**config.mk**
```make
export PLATFORM = sky130hd
export DESIGN_NAME = tof_distance_collector
export DESIGN_NICKNAME = d
export VERILOG_FILES = /design/src/rtl/tof_pkg.sv /design/src/rtl/tof_sample_fifo.sv /design/src/rtl/tof_distance_collector.sv
export SDC_FILE = /design/constraint.sdc
export NUM_CORES = 1
export LEC_CHECK = 0
export BUFFER_PORTS_ARGS = -buffer_cell sky130_fd_sc_hd__buf_2
export CAP_MARGIN = 30
export CELL_PAD_IN_SITES_DETAIL_PLACEMENT = 0
export CELL_PAD_IN_SITES_GLOBAL_PLACEMENT = 1
export CORE_ASPECT_RATIO = 0.75
export CORE_MARGIN = 2
export CORE_UTILIZATION = 46
export CTS_CLUSTER_DIAMETER = 100
export DETAILED_ROUTE_END_ITERATION = 10
export GPL_ROUTABILITY_DRIVEN = 0
export GPL_TIMING_DRIVEN = 0
export PLACE_DENSITY = 0.75
export SKIP_LAST_GASP = 1
export SLEW_MARGIN = 20
export SYNTH_ARGS = -nofsm -noshare
export SYNTH_HDL_FRONTEND = slang
export SYNTH_SLANG_ARGS = --single-unit
```
**constraint.sdc**
```tcl
create_clock -name clk -period 5.24 [get_ports clk]
set_clock_uncertainty 0.1 [all_clocks]
set_input_delay 0.262 -clock clk [delete_from_list [all_inputs] [get_ports clk]]
set_output_delay 0.262 -clock clk [all_outputs]
set_load 0.1 [all_outputs]
```
**src/rtl/tof_pkg.sv**
```systemverilog
// Shared constants and the FIFO word type for the ToF distance collector.
// TOF_TIMESTAMP_EN adds a timestamp field to the sample word.
package tof_pkg;

    localparam int TOF_N_SENSORS = 8;
    localparam int TOF_DIST_W    = 16;
    localparam int TOF_TS_W      = 16;
    localparam int TOF_IDX_W     = $clog2(TOF_N_SENSORS);

    typedef struct packed {
        logic [TOF_IDX_W-1:0]  index;
        logic [TOF_DIST_W-1:0] distance;
`ifdef TOF_TIMESTAMP_EN
        logic [TOF_TS_W-1:0]   timestamp;
`endif
    } tof_sample_t;

endpackage

```
**src/rtl/tof_sample_fifo.sv**
```systemverilog
// First-word-fall-through synchronous FIFO carrying tof_sample_t words.
// Head data reads as zero while empty so the outputs are clean after reset.
module tof_sample_fifo
    import tof_pkg::*;
#(
    parameter int  DEPTH = 16,
    parameter type T     = tof_sample_t
) (
    input  logic                   clk,
    input  logic                   reset,
    input  logic                   push,
    input  T                       push_data,
    input  logic                   pop,
    output T                       pop_data,
    output logic                   full,
    output logic                   empty,
    output logic [$clog2(DEPTH):0] level
);

    localparam int AW = $clog2(DEPTH);

    logic [AW-1:0] wr_ptr_q, wr_ptr_d;
    logic [AW-1:0] rd_ptr_q, rd_ptr_d;
    logic [AW:0]   level_q, level_d;
    logic          do_push, do_pop;
    T              mem_q [DEPTH];

    always_comb begin
        full     = (level_q == (AW+1)'(DEPTH));
        empty    = (level_q == '0);
        do_push  = push && !full;
        do_pop   = pop && !empty;
        wr_ptr_d = wr_ptr_q + AW'(do_push);
        rd_ptr_d = rd_ptr_q + AW'(do_pop);
        level_d  = level_q + (AW+1)'(do_push) - (AW+1)'(do_pop);
        pop_data = empty ? '0 : mem_q[rd_ptr_q];
        level    = level_q;
    end

    always_ff @(posedge clk or negedge reset) begin
        if (!reset) begin
            wr_ptr_q <= '0;
            rd_ptr_q <= '0;
            level_q  <= '0;
        end else begin
            wr_ptr_q <= wr_ptr_d;
            rd_ptr_q <= rd_ptr_d;
            level_q  <= level_d;
        end
    end

    // Storage needs no reset: unread entries are masked by the level.
    always_ff @(posedge clk) begin
        if (do_push) begin
            mem_q[wr_ptr_q] <= push_data;
        end
    end

endmodule

```
**src/rtl/tof_distance_collector.sv**
```systemverilog
// Collects per-sensor ToF distance strobes into pending slots, round-robin
// arbitrates them into a FWFT FIFO. TOF_TIMESTAMP_EN adds sample timestamps.
module tof_distance_collector
    import tof_pkg::*;
#(
    parameter int N_SENSORS = TOF_N_SENSORS,
    parameter int DIST_W    = TOF_DIST_W,
    parameter int DEPTH     = 16
`ifdef TOF_TIMESTAMP_EN
    ,
    parameter int TS_W      = TOF_TS_W
`endif
) (
    input  logic                               clk,
    input  logic                               reset,
    input  logic [N_SENSORS-1:0]               dist_valid,
    input  logic [N_SENSORS-1:0][DIST_W-1:0]   dist_data,
    output logic                               m_valid,
    input  logic                               m_ready,
    output logic [$clog2(N_SENSORS)-1:0]       m_index,
    output logic [DIST_W-1:0]                  m_distance,
`ifdef TOF_TIMESTAMP_EN
    output logic [TS_W-1:0]                    m_timestamp,
`endif
    output logic [$clog2(DEPTH):0]             fifo_level,
    output logic [N_SENSORS-1:0]               overrun,
    input  logic                               overrun_clr
);

    localparam int IDX_W = $clog2(N_SENSORS);

    logic [N_SENSORS-1:0][DIST_W-1:0] slot_q, slot_d;
    logic [N_SENSORS-1:0]             pend_q, pend_d;
    logic [N_SENSORS-1:0]             overrun_q, overrun_d;
    logic [IDX_W-1:0]                 rr_ptr_q, rr_ptr_d;
    logic [IDX_W-1:0]                 gnt_idx;
    logic [N_SENSORS-1:0]             grant_vec;
    logic                             gnt_found;
    logic                             push;
    logic                             fifo_full;
    logic                             fifo_empty;
    tof_sample_t                      push_data;
    tof_sample_t                      head;

`ifdef TOF_TIMESTAMP_EN
    logic [TS_W-1:0]                  ts_q, ts_d;
    logic [N_SENSORS-1:0][TS_W-1:0]   slot_ts_q, slot_ts_d;
`endif

    // Search starts just after the last grant so every sensor gets a turn.
    always_comb begin
        logic [IDX_W-1:0] cand;
        cand      = '0;
        gnt_found = 1'b0;
        gnt_idx   = rr_ptr_q;
        for (int k = 1; k <= N_SENSORS; k++) begin
            cand = IDX_W'((int'(rr_ptr_q) + k) % N_SENSORS);
            if (!gnt_found && pend_q[cand]) begin
                gnt_found = 1'b1;
                gnt_idx   = cand;
            end
        end
        push      = gnt_found && !fifo_full;
        grant_vec = '0;
        if (push) begin
            grant_vec[gnt_idx] = 1'b1;
        end
        rr_ptr_d  = push ? gnt_idx : rr_ptr_q;

        push_data          = '0;
        push_data.index    = gnt_idx;
        push_data.distance = slot_q[gnt_idx];
`ifdef TOF_TIMESTAMP_EN
        push_data.timestamp = slot_ts_q[gnt_idx];
`endif
    end

    // A granted slot hands its old value to the FIFO, so a same-cycle
    // strobe on that sensor is a refill rather than an overrun.
    always_comb begin
        slot_d    = slot_q;
        pend_d    = pend_q & ~grant_vec;
        overrun_d = overrun_clr ? '0 : overrun_q;
`ifdef TOF_TIMESTAMP_EN
        ts_d      = ts_q + 1'b1;
        slot_ts_d = slot_ts_q;
`endif
        for (int i = 0; i < N_SENSORS; i++) begin
            if (dist_valid[i]) begin
                slot_d[i] = dist_data[i];
                pend_d[i] = 1'b1;
`ifdef TOF_TIMESTAMP_EN
                slot_ts_d[i] = ts_q;
`endif
                if (pend_q[i] && !grant_vec[i]) begin
                    overrun_d[i] = 1'b1;
                end
            end
        end
    end

    always_ff @(posedge clk or negedge reset) begin
        if (!reset) begin
            slot_q    <= '0;
            pend_q    <= '0;
            overrun_q <= '0;
            rr_ptr_q  <= IDX_W'(N_SENSORS - 1);
`ifdef TOF_TIMESTAMP_EN
            ts_q      <= '0;
            slot_ts_q <= '0;
`endif
        end else begin
            slot_q    <= slot_d;
            pend_q    <= pend_d;
            overrun_q <= overrun_d;
            rr_ptr_q  <= rr_ptr_d;
`ifdef TOF_TIMESTAMP_EN
            ts_q      <= ts_d;
            slot_ts_q <= slot_ts_d;
`endif
        end
    end

    tof_sample_fifo #(
        .DEPTH (DEPTH),
        .T     (tof_sample_t)
    ) u_fifo (
        .clk       (clk),
        .reset     (reset),
        .push      (push),
        .push_data (push_data),
        .pop       (m_valid && m_ready),
        .pop_data  (head),
        .full      (fifo_full),
        .empty     (fifo_empty),
        .level     (fifo_level)
    );

    always_comb begin
        m_valid     = !fifo_empty;
        m_index     = head.index;
        m_distance  = head.distance;
`ifdef TOF_TIMESTAMP_EN
        m_timestamp = head.timestamp;
`endif
        overrun     = overrun_q;
    end

endmodule

```
==> flow_metrics.tcl, run 1 <==
set metrics [dict create \
    numCtsBuffers 47 \
    finalNetCount 1859 \
    ant_nets 0 \
    hold_violations 0 \
    synthArstFlopShare_pct 34.5 \
    synth-simple-area-share_pct 5.60 \
    wl_per_cell_um 23.4 \
    synth_fp_nets 1498 \
    ys.flop_type "edfxtp_1" \
    hold_path.class "input pin to register" \
    grt_max_degree 95 \
    rr_worst_depth 15 \
    cts_tree "yes" \
    antenna_found_initial 0 \
    setup_viol 0 \
    track_usage_pct 23.3 \
    grt_pass1_wl_um 82300 \
    cts_setup_buffers 0 \
    start_util_pct 46.6 \
    status "completed" \
    start_kind "register" \
    muxShareOfSynthArea_pct 20.0 \
    maxSlewHeadroom_pct 37.6 \
    crit_chain "buf_2 > buf_2 > inv_1 > ha_1 > buf_6 > mux4_1 > a21oi_2 > a32o_2 > nand3_1 > nand4b_1 > buf_2 > buf_1 > a32oi_1 > mux2i_1 > mux2_2" \
    core-area_um2 44600 \
    worst_path_max_delay_cell "mux4_1" \
    drt_first_pass_iters 5 \
    max-cap-violations 0 \
    dp_hpwl_um 37600 \
    r2r-end "u_fifo.mem_q[13][5]" \
    ys_warn_count 0 \
    end_kind "register" \
    areaGrowthSynthToFinish_pct 22.7 \
    critPathArrivalTime_ns 5.34 \
    cp_max_fo 16 \
    grt_pass1_vias 13506 \
    clk_latency_ns 0.57 \
    path_clk_slew_ns 0.06 \
    syn_area_um2 20800 \
    vias 13265 \
    synth-xor-area-share_pct 0.627 \
    synth_compound_area_share_pct 7.01 \
    max_freq_ghz 0.196 \
    synth_fa_ha_area_share_pct 0.819 \
    finalCritPeriodShare_pct 97.4 \
    cts_root_buf "clkbuf_16" \
    grt.overflow.total 0 \
    fp.dieH_um 188 \
    clock-sinks 464 \
    htreeDepth 2 \
    rows 67 \
    routed_wl_um 54400 \
    fin_hold_ws_ns 0.114 \
    route.detailed.drc 0 \
    reg2reg_from "rr_ptr_q[1]" \
    hold_start "dist_valid[4]" \
    numPortBuffers 164 \
    tightest_slew_ns 0.936 \
    maxSlewViolCount 0 \
    dieArea_um2 46900 \
    cts_buffer_depth 3 \
    crit_top_cell "buf_2" \
    required_ns 5.47 \
    io_pins 173 \
    rsz0062_at_grt "yes" \
    drt_iter0_markers 1301 \
    synth_edf_count 304 \
    die_w_um 249 \
    hold_end "slot_q[70]" \
    hold_depth 2 \
    synth_seq_cells 464 \
    r2r_setup_slack_ns 0.13 \
    diodes 0 \
    syn_avg_cell_area_um2 15.4 \
    drive_gt1_share_pct 29.9 \
    fillers 3501 \
    cp_slowest_stage_delay_ns 0.65 \
    viasPerCell 5.70 \
    finalCriticalPeriod_ns 5.11 \
    synth_top_family_by_area "multiplexers" \
    yosysUniqueCellTypes 64 \
    seq_area_frac_synth_pct 63.2 \
    synthCells 1345 \
    path_class "register to register" \
]
worst max-delay path by stage:
stage	cells after the start	startpoint	slack (ns)	end
3_3_place_gp	16	rr_ptr_q[1]	-1.33	u_fifo.mem_q[3][4]
2_1_floorplan	7	u_fifo.level[2]	0.04	m_distance[0]
4_1_cts	15	rr_ptr_q[1]	0.07	u_fifo.mem_q[15][4]
3_5_place_dp	15	rr_ptr_q[1]	-0.09	u_fifo.mem_q[14][4]
6_report	15	rr_ptr_q[1]	0.13	u_fifo.mem_q[13][5]
5_1_grt	15	rr_ptr_q[1]	-0.09	u_fifo.mem_q[13][5]
flip-flops by register name, summed over array words and instances (netlist names):
signal,flops
overrun,8
pend_q,8
rr_ptr_q,3
slot_q,128
u_fifo.level,5
u_fifo.mem_q,304
u_fifo.rd_ptr_q,4
u_fifo.wr_ptr_q,4
synthesized netlist by cell type (6+ instances only):
cell type	number	area (um2)
edfxtp_1	304	9130
dfrtp_1	157	3930
mux2_2	143	1610
mux2i_1	114	1140
nor2_1	80	300
and2_1	65	407
a32oi_1	64	561
clkbuf_1	54	203
mux4_2	50	1130
o21ai_0	45	225
nor3_1	24	120
a21boi_0	19	143
buf_1	19	71.3
nand2_1	19	71.3
o221ai_1	19	166
inv_1	14	52.6
ha_1	12	150
buf_2	11	55.1
buf_6	11	124
a21o_1	9	67.6
mux2_4	9	135
a21oi_1	8	40.0
xnor2_1	8	70.1
nand3_1	7	35.0
a32o_1	6	60.1
nand4_1	6	37.5
cell usage in the layout, fill, tap and decap left out, types with 7 or more instances in the layout:
master / synthesis / layout
a21o_1: 9 / 9
mux4_2: 50 / 50
clkbuf_2: 2 / 10
buf_4: 3 / 7
dlygate4sd3_1: 0 / 130
a21oi_1: 8 / 8
o21ai_0: 45 / 45
ha_1: 12 / 12
edfxtp_1: 304 / 304
clkbuf_16: 0 / 48
a21boi_0: 19 / 19
xnor2_1: 8 / 8
a32oi_1: 64 / 64
mux2_4: 9 / 10
nor2_1: 80 / 68
mux2_2: 143 / 142
nand3_1: 7 / 7
clkinv_1: 0 / 9
mux2i_1: 114 / 114
buf_1: 19 / 18
o221ai_1: 19 / 19
inv_1: 14 / 14
nor3_1: 24 / 19
and2_1: 65 / 65
buf_6: 11 / 21
dfrtp_1: 157 / 157
nand2_1: 19 / 19
nor2_4: 1 / 8
clkbuf_1: 54 / 53
buf_2: 11 / 174
what timing repair did:
action	in CTS	in global routing
hold buffers	130	0
endpoints found under the hold margin	196	0
endpoints found under the setup margin	32	282
gates resized for setup	1	19
stage by stage:
stage	area [um2]	setup TNS [ns]	instances	setup slack (ns)	utilization [%]
after floorplan	20800	0	1345	0.0391	-
after global placement	22300	-163.96	2095	-1.33	50.1
after detailed placement	22600	-2.01	2110	-0.0898	50.7
after CTS	25400	0	2323	0.0664	57.0
after global routing	25500	-1.98	2326	-0.0877	57.1
final	25500	0	2326	0.135	57.1
logic make-up after synthesis:
family | Yosys count
fa+ha+maj | 13
compound gates | 191
mux | 321
xor+xnor | 14
simple gates | 225
flops | 464
buf+inv | 117
layout make-up:
class	count	area, um2	area share (%)
Tap cell	586	733	2.88
Multi-Input combinational cell	764	7180	28.2
Clock buffer	60	1310	5.13
Timing Repair Buffer	312	2350	9.21
Inverter	16	65.1	0.255
Sequential cell	464	13100	51.5
Buffer	101	515	2.02
Clock inverter	23	205	0.805
metal layers:
| layer | global-route usage [%] | vias up | share of wire [%] |
|---|---|---|---|
| met5 | 0 | - | 0 |
| met4 | 5.63 | 0 | 2.1 |
| met3 | 3.30 | 93 | 6.1 |
| met2 | 37.2 | 461 | 46 |
| met1 | 33.9 | 6776 | 45 |
| li1 | - | 5935 | - |
worst max-delay path: cells and delay by family, from the launching register on:
| kind | cells | cell delay (ns) |
|---|---|---|
| flip-flops | 1 | 0.53 |
| AO/OA/AOI/OAI | 3 | 0.62 |
| AND/OR/NAND/NOR | 2 | 0.42 |
| buffers and inverters | 6 | 1.54 |
| multiplexers | 3 | 1.35 |
| adder cells (fa/ha/maj) | 1 | 0.31 |
Power of run 1 is not shown: default switching activity piles up to over one toggle a cycle in this logic, so the estimate is an artifact.
==> run 2, diff against run 1 <==
--- a/config.mk
+++ b/config.mk
@@ -17,6 +17,7 @@
 export GPL_ROUTABILITY_DRIVEN = 0
 export GPL_TIMING_DRIVEN = 0
 export PLACE_DENSITY = 0.75
+export RECOVER_POWER = 50
 export SKIP_LAST_GASP = 1
 export SLEW_MARGIN = 20
 export SYNTH_ARGS = -nofsm -noshare
==> flow_metrics.tcl, run 2 (synthesized netlist as in run 1, its figures left out) <==
set metrics [dict create \
    status "finished, violations left" \
    failed_checks "capacitance limit, slew limit" \
    grt_max_degree 95 \
    track_usage_pct 23.3 \
    dieArea_um2 46900 \
    htreeDepth 2 \
    critPathBufInv 6 \
    finalNetCount 1859 \
    dpl_cell_area_um2 22600 \
    fp.dieH_um 188 \
    hold_path.class "input pin to register" \
    crit_top_cell "buf_2" \
    wl_per_cell_um 23.4 \
    dp_cells 2110 \
    max-cap-violations 1 \
    largest_register "u_fifo.mem_q" \
    critPathTopFamily "buffers and inverters" \
    maxSlewHeadroom_pct -151 \
    cts_buffer_depth 3 \
    cp_slowest_stage_delay_ns 0.66 \
    layout_common_cells "edfxtp_1, buf_2, dfrtp_1, mux2_2, dlygate4sd3_1" \
    largest_reg_flops 304 \
    critPathArrivalTime_ns 5.33 \
    layout_commonest_cell "edfxtp_1" \
    start_kind "register" \
    setup_viol 0 \
    drt_first_pass_iters 5 \
    final_cells 2326 \
    hold_violations 0 \
    drive_gt1_share_pct 29.0 \
    clock-sinks 464 \
    ant_nets 0 \
    die_w_um 249 \
    diodes 0 \
    rows 67 \
    fillers 3503 \
    finalCriticalPeriod_ns 5.10 \
    clk_latency_ns 0.57 \
    io_pins 173 \
    grt_pass1_wl_um 82300 \
    numPortBuffers 164 \
    areaGrowthSynthToFinish_pct 22.6 \
    maxSlewViolCount 67 \
    cp_max_fo 16 \
    start_util_pct 46.6 \
    tightest_slew_ns 3.76 \
    crit_chain "buf_2 > buf_2 > inv_1 > ha_1 > buf_6 > mux4_1 > a21oi_2 > a32o_2 > nand3_1 > nand4b_1 > buf_2 > buf_1 > a32oi_1 > mux2i_1 > mux2_2" \
    viasPerCell 5.71 \
    route.detailed.drc 0 \
    numCtsBuffers 47 \
    cts_root_buf "clkbuf_16" \
    worst_path_max_delay_cell "mux4_1" \
    end_kind "register" \
    routed_wl_um 54400 \
    grt.overflow.total 0 \
    drt_iter0_markers 1309 \
    grt_pass1_vias 13506 \
    final_design_area_no_fill_um2 25500 \
    required_ns 5.47 \
    path_clk_slew_ns 0.06 \
    antenna_found_initial 0 \
    finalCritPeriodShare_pct 97.2 \
    cts_tree "yes" \
    core-area_um2 44600 \
    final_util_pct 57.1 \
    path_class "register to register" \
    dp_hpwl_um 37600 \
    vias 13274 \
    rsz0062_at_grt "yes" \
    max_freq_ghz 0.196 \
    top_regs "u_fifo.mem_q x304, slot_q x128" \
]
==> run 2: what timing repair did <==
item                                    4_1_cts  5_1_grt
buffers inserted                              0        0
resized for setup                             1       19
hold buffers                                130        0
hold endpoints to repair                    196        0
gates cloned                                  0        0
endpoints found under the setup margin       32      282
==> run 2: through the flow <==
| stage | setup WS [ns] | TNS, ns | hold WS (ns) |
|---|---|---|---|
| global placement | -1.33 | -163.96 | 0.375 |
| detailed placement | -0.0898 | -2.01 | 0.151 |
| finish | 0.144 | 0 | 0.116 |
| global route | -0.0877 | -1.98 | 0.139 |
| CTS | 0.0664 | 0 | 0.0960 |
| floorplan | 0.0391 | 0 | -0.134 |
==> run 2: cell type report <==
| type | instances | area (um2) | share of cell area [%] |
|---|---|---|---|
| repair buffers | 312 | 2320 | 9.11 |
| well taps | 586 | 733 | 2.88 |
| multi-input cells | 764 | 7180 | 28.2 |
| clock inverters | 23 | 205 | 0.806 |
| flip-flops and latches | 464 | 13100 | 51.6 |
| plain buffers | 101 | 515 | 2.03 |
| clock buffers | 60 | 1310 | 5.13 |
| inverters | 16 | 65.1 | 0.256 |
==> run 2: layer usage <==
layer	global-route usage [%]	up-vias	wire [um]
met5	0	-	0
met4	5.63	0	1150
met3	3.30	86	3550
met2	37.2	461	25100
met1	33.9	6787	24600
li1	-	5940	-
==> run 2: worst paths after layout <==
path | from | to | slack (ns) | cells after the start
min in group asynchronous | reset | slot_q[120] | 1.44 | 2
max in group asynchronous | reset | slot_q[51] | 1.49 | 2
worst max-delay path | rr_ptr_q[1] | u_fifo.mem_q[13][5] | 0.14 | 15
worst min-delay path | dist_valid[4] | slot_q[70] | 0.12 | 2
worst max register to register | rr_ptr_q[1] | u_fifo.mem_q[13][5] | 0.14 | 15
worst min register to register | slot_q[95] | slot_q[95] | 0.40 | 1
==> run 2: worst register-to-register path: cells and delay by family, from the launching register on <==
kind / cells / cell delay [ns]
mux: 3 / 1.36
buf+inv: 6 / 1.54
fa+ha+maj: 1 / 0.31
simple gates: 2 / 0.40
compound gates: 3 / 0.62
flops: 1 / 0.53
Power of run 2 is left out for the same reason.
==> run 3, diff against run 2 <==
--- a/config.mk
+++ b/config.mk
@@ -18,6 +18,8 @@
 export GPL_TIMING_DRIVEN = 0
 export PLACE_DENSITY = 0.75
 export RECOVER_POWER = 50
+export SETUP_SLACK_MARGIN = 0.3
+export SKIP_CTS_REPAIR_TIMING = 1
 export SKIP_LAST_GASP = 1
 export SLEW_MARGIN = 20
 export SYNTH_ARGS = -nofsm -noshare
==> flow_metrics.tcl, run 3 (synthesized netlist as in run 1, its figures left out) <==
set metrics [dict create \
    critPathTopFamily "simple AND/OR/NAND/NOR gates" \
    viasPerCell 5.80 \
    dr_wl_met2_um 26200 \
    required_ns 5.40 \
    clock-sinks 464 \
    areaGrowthSynthToFinish_pct 22.6 \
    rows 67 \
    finalCriticalPeriod_ns 4.81 \
    maxSlewViolCount 101 \
    path_class "register to register" \
    core-area_um2 44600 \
    layout_common_cells "edfxtp_1, buf_2, dfrtp_1, mux2_2, dlygate4sd3_1" \
    path_clk_slew_ns 0.06 \
    dieArea_um2 46900 \
    finalNetCount 1863 \
    worst_path_max_delay_cell "nor3_1" \
    antenna_found_initial 1 \
    wl_per_cell_um 24.2 \
    setup_viol 0 \
    end_kind "register" \
    cts_root_buf "clkbuf_16" \
    max-cap-violations 2 \
    drt_first_pass_iters 6 \
    hold_path.class "input pin to register" \
    max_freq_ghz 0.208 \
    finalCritPeriodShare_pct 91.8 \
    start_util_pct 46.6 \
    dp_hpwl_um 38600 \
    layout_commonest_cell "edfxtp_1" \
    top_regs "u_fifo.mem_q x304, slot_q x128" \
    routed.top_layer "met4" \
    cp_slowest_stage_delay_ns 0.88 \
    io_pins 173 \
    largest_reg_flops 304 \
    maxSlewHeadroom_pct -56.5 \
    fillers 3551 \
    die_w_um 249 \
    wl_met1_um 25200 \
    hold_violations 0 \
    grt_pass1_wl_um 82700 \
    r2r_setup_slack_ns 0.43 \
    crit_chain "clkbuf_4 > buf_6 > inv_1 > ha_1 > buf_6 > clkbuf_4 > mux4_2 > a21oi_1 > a32o_1 > nand2_4 > nor3_4 > a22o_4 > or3_1 > nor3_1 > buf_4" \
    ant_nets 0 \
    drive_gt1_share_pct 29.4 \
    fin_hold_ws_ns 0.0409 \
    largest_register "u_fifo.mem_q" \
    status "finished, violations left" \
    numCtsBuffers 46 \
    rsz0062_at_grt "no" \
    critPathArrivalTime_ns 4.96 \
    drt_iter0_markers 1193 \
    track_usage_pct 23.5 \
    route.detailed.drc 0 \
    numPortBuffers 164 \
    clk_latency_ns 0.56 \
    vias 13519 \
    grt.overflow.total 0 \
    htreeDepth 2 \
    start_kind "register" \
    cts_tree "yes" \
    routed_wl_um 56400 \
    cp_max_fo 10 \
    wl_met3_um 3530 \
    grt_pass1_vias 13230 \
    cts_buffer_depth 3 \
    fp.dieH_um 188 \
    grt_max_degree 63 \
    tightest_slew_ns 2.35 \
    critPathBufInv 6 \
    failed_checks "capacitance limit, slew limit" \
]
run 3: cell types whose count changed in the layout (fill, tap and decap cells not counted), moves of 6 or more:
cell,delta
nor3_2,+9
clkbuf_1,+8
nor3_1,-7
clkbuf_2,+6
clkinv_1,-6
run 3: routing by layer:
metal | track usage, % | vias up
li1 | - | 5952
met3 | 4.29 | 96
met2 | 36.3 | 499
met1 | 34.2 | 6972
met5 | 0 | -
met4 | 6.90 | 0
run 3: worst register-to-register path: stages, from the launching register on:
cell,delay [ns]
dfstp_1,0.52
clkbuf_4,0.23
buf_6,0.17
inv_1,0.08
ha_1,0.28
buf_6,0.14
clkbuf_4,0.19
mux4_2,0.29
a21oi_1,0.08
a32o_1,0.29
nand2_4,0.13
nor3_4,0.07
a22o_4,0.27
or3_1,0.41
nor3_1,0.88
buf_4,0.36
run 3: metrics by stage:
step	area (um2)	setup WS, ns	TNS, ns	cells	util [%]
6_report	25500	0.432	0	2332	57.1
5_1_grt	25500	0.217	0	2331	57.1
4_1_cts	24200	-0.0707	-1.46	2196	54.2
3_5_place_dp	22700	-0.0185	-0.268	2114	50.9
3_3_place_gp	22400	-1.52	-196.04	2095	50.1
2_1_floorplan	20800	0.353	0	1345	-
run 3: cell type report:
class | instances | area [um2] | share of cell area [%]
Antenna cell | 2 | 5.00 | 0.0197
Buffer | 101 | 532 | 2.09
Clock buffer | 68 | 1340 | 5.24
Clock inverter | 14 | 130 | 0.511
Inverter | 16 | 65.1 | 0.256
Multi-Input combinational cell | 764 | 7170 | 28.2
Sequential cell | 464 | 13100 | 51.6
Tap cell | 586 | 733 | 2.88
Timing Repair Buffer | 317 | 2350 | 9.23
run 3: path summary, 6_finish.rpt:
| path | startpoint | end | depth (start not counted) |
|---|---|---|---|
| max | rr_ptr_q[1] | u_fifo.mem_q[0][7] | 15 |
| min | overrun_clr | overrun[6] | 3 |
| min in group asynchronous | reset | slot_q[42] | 2 |
| max reg2reg | rr_ptr_q[1] | u_fifo.mem_q[0][7] | 15 |
| min reg2reg | slot_q[87] | slot_q[87] | 1 |
| max in group asynchronous | reset | rr_ptr_q[2] | 4 |
Power of run 3 is left out for the same reason.
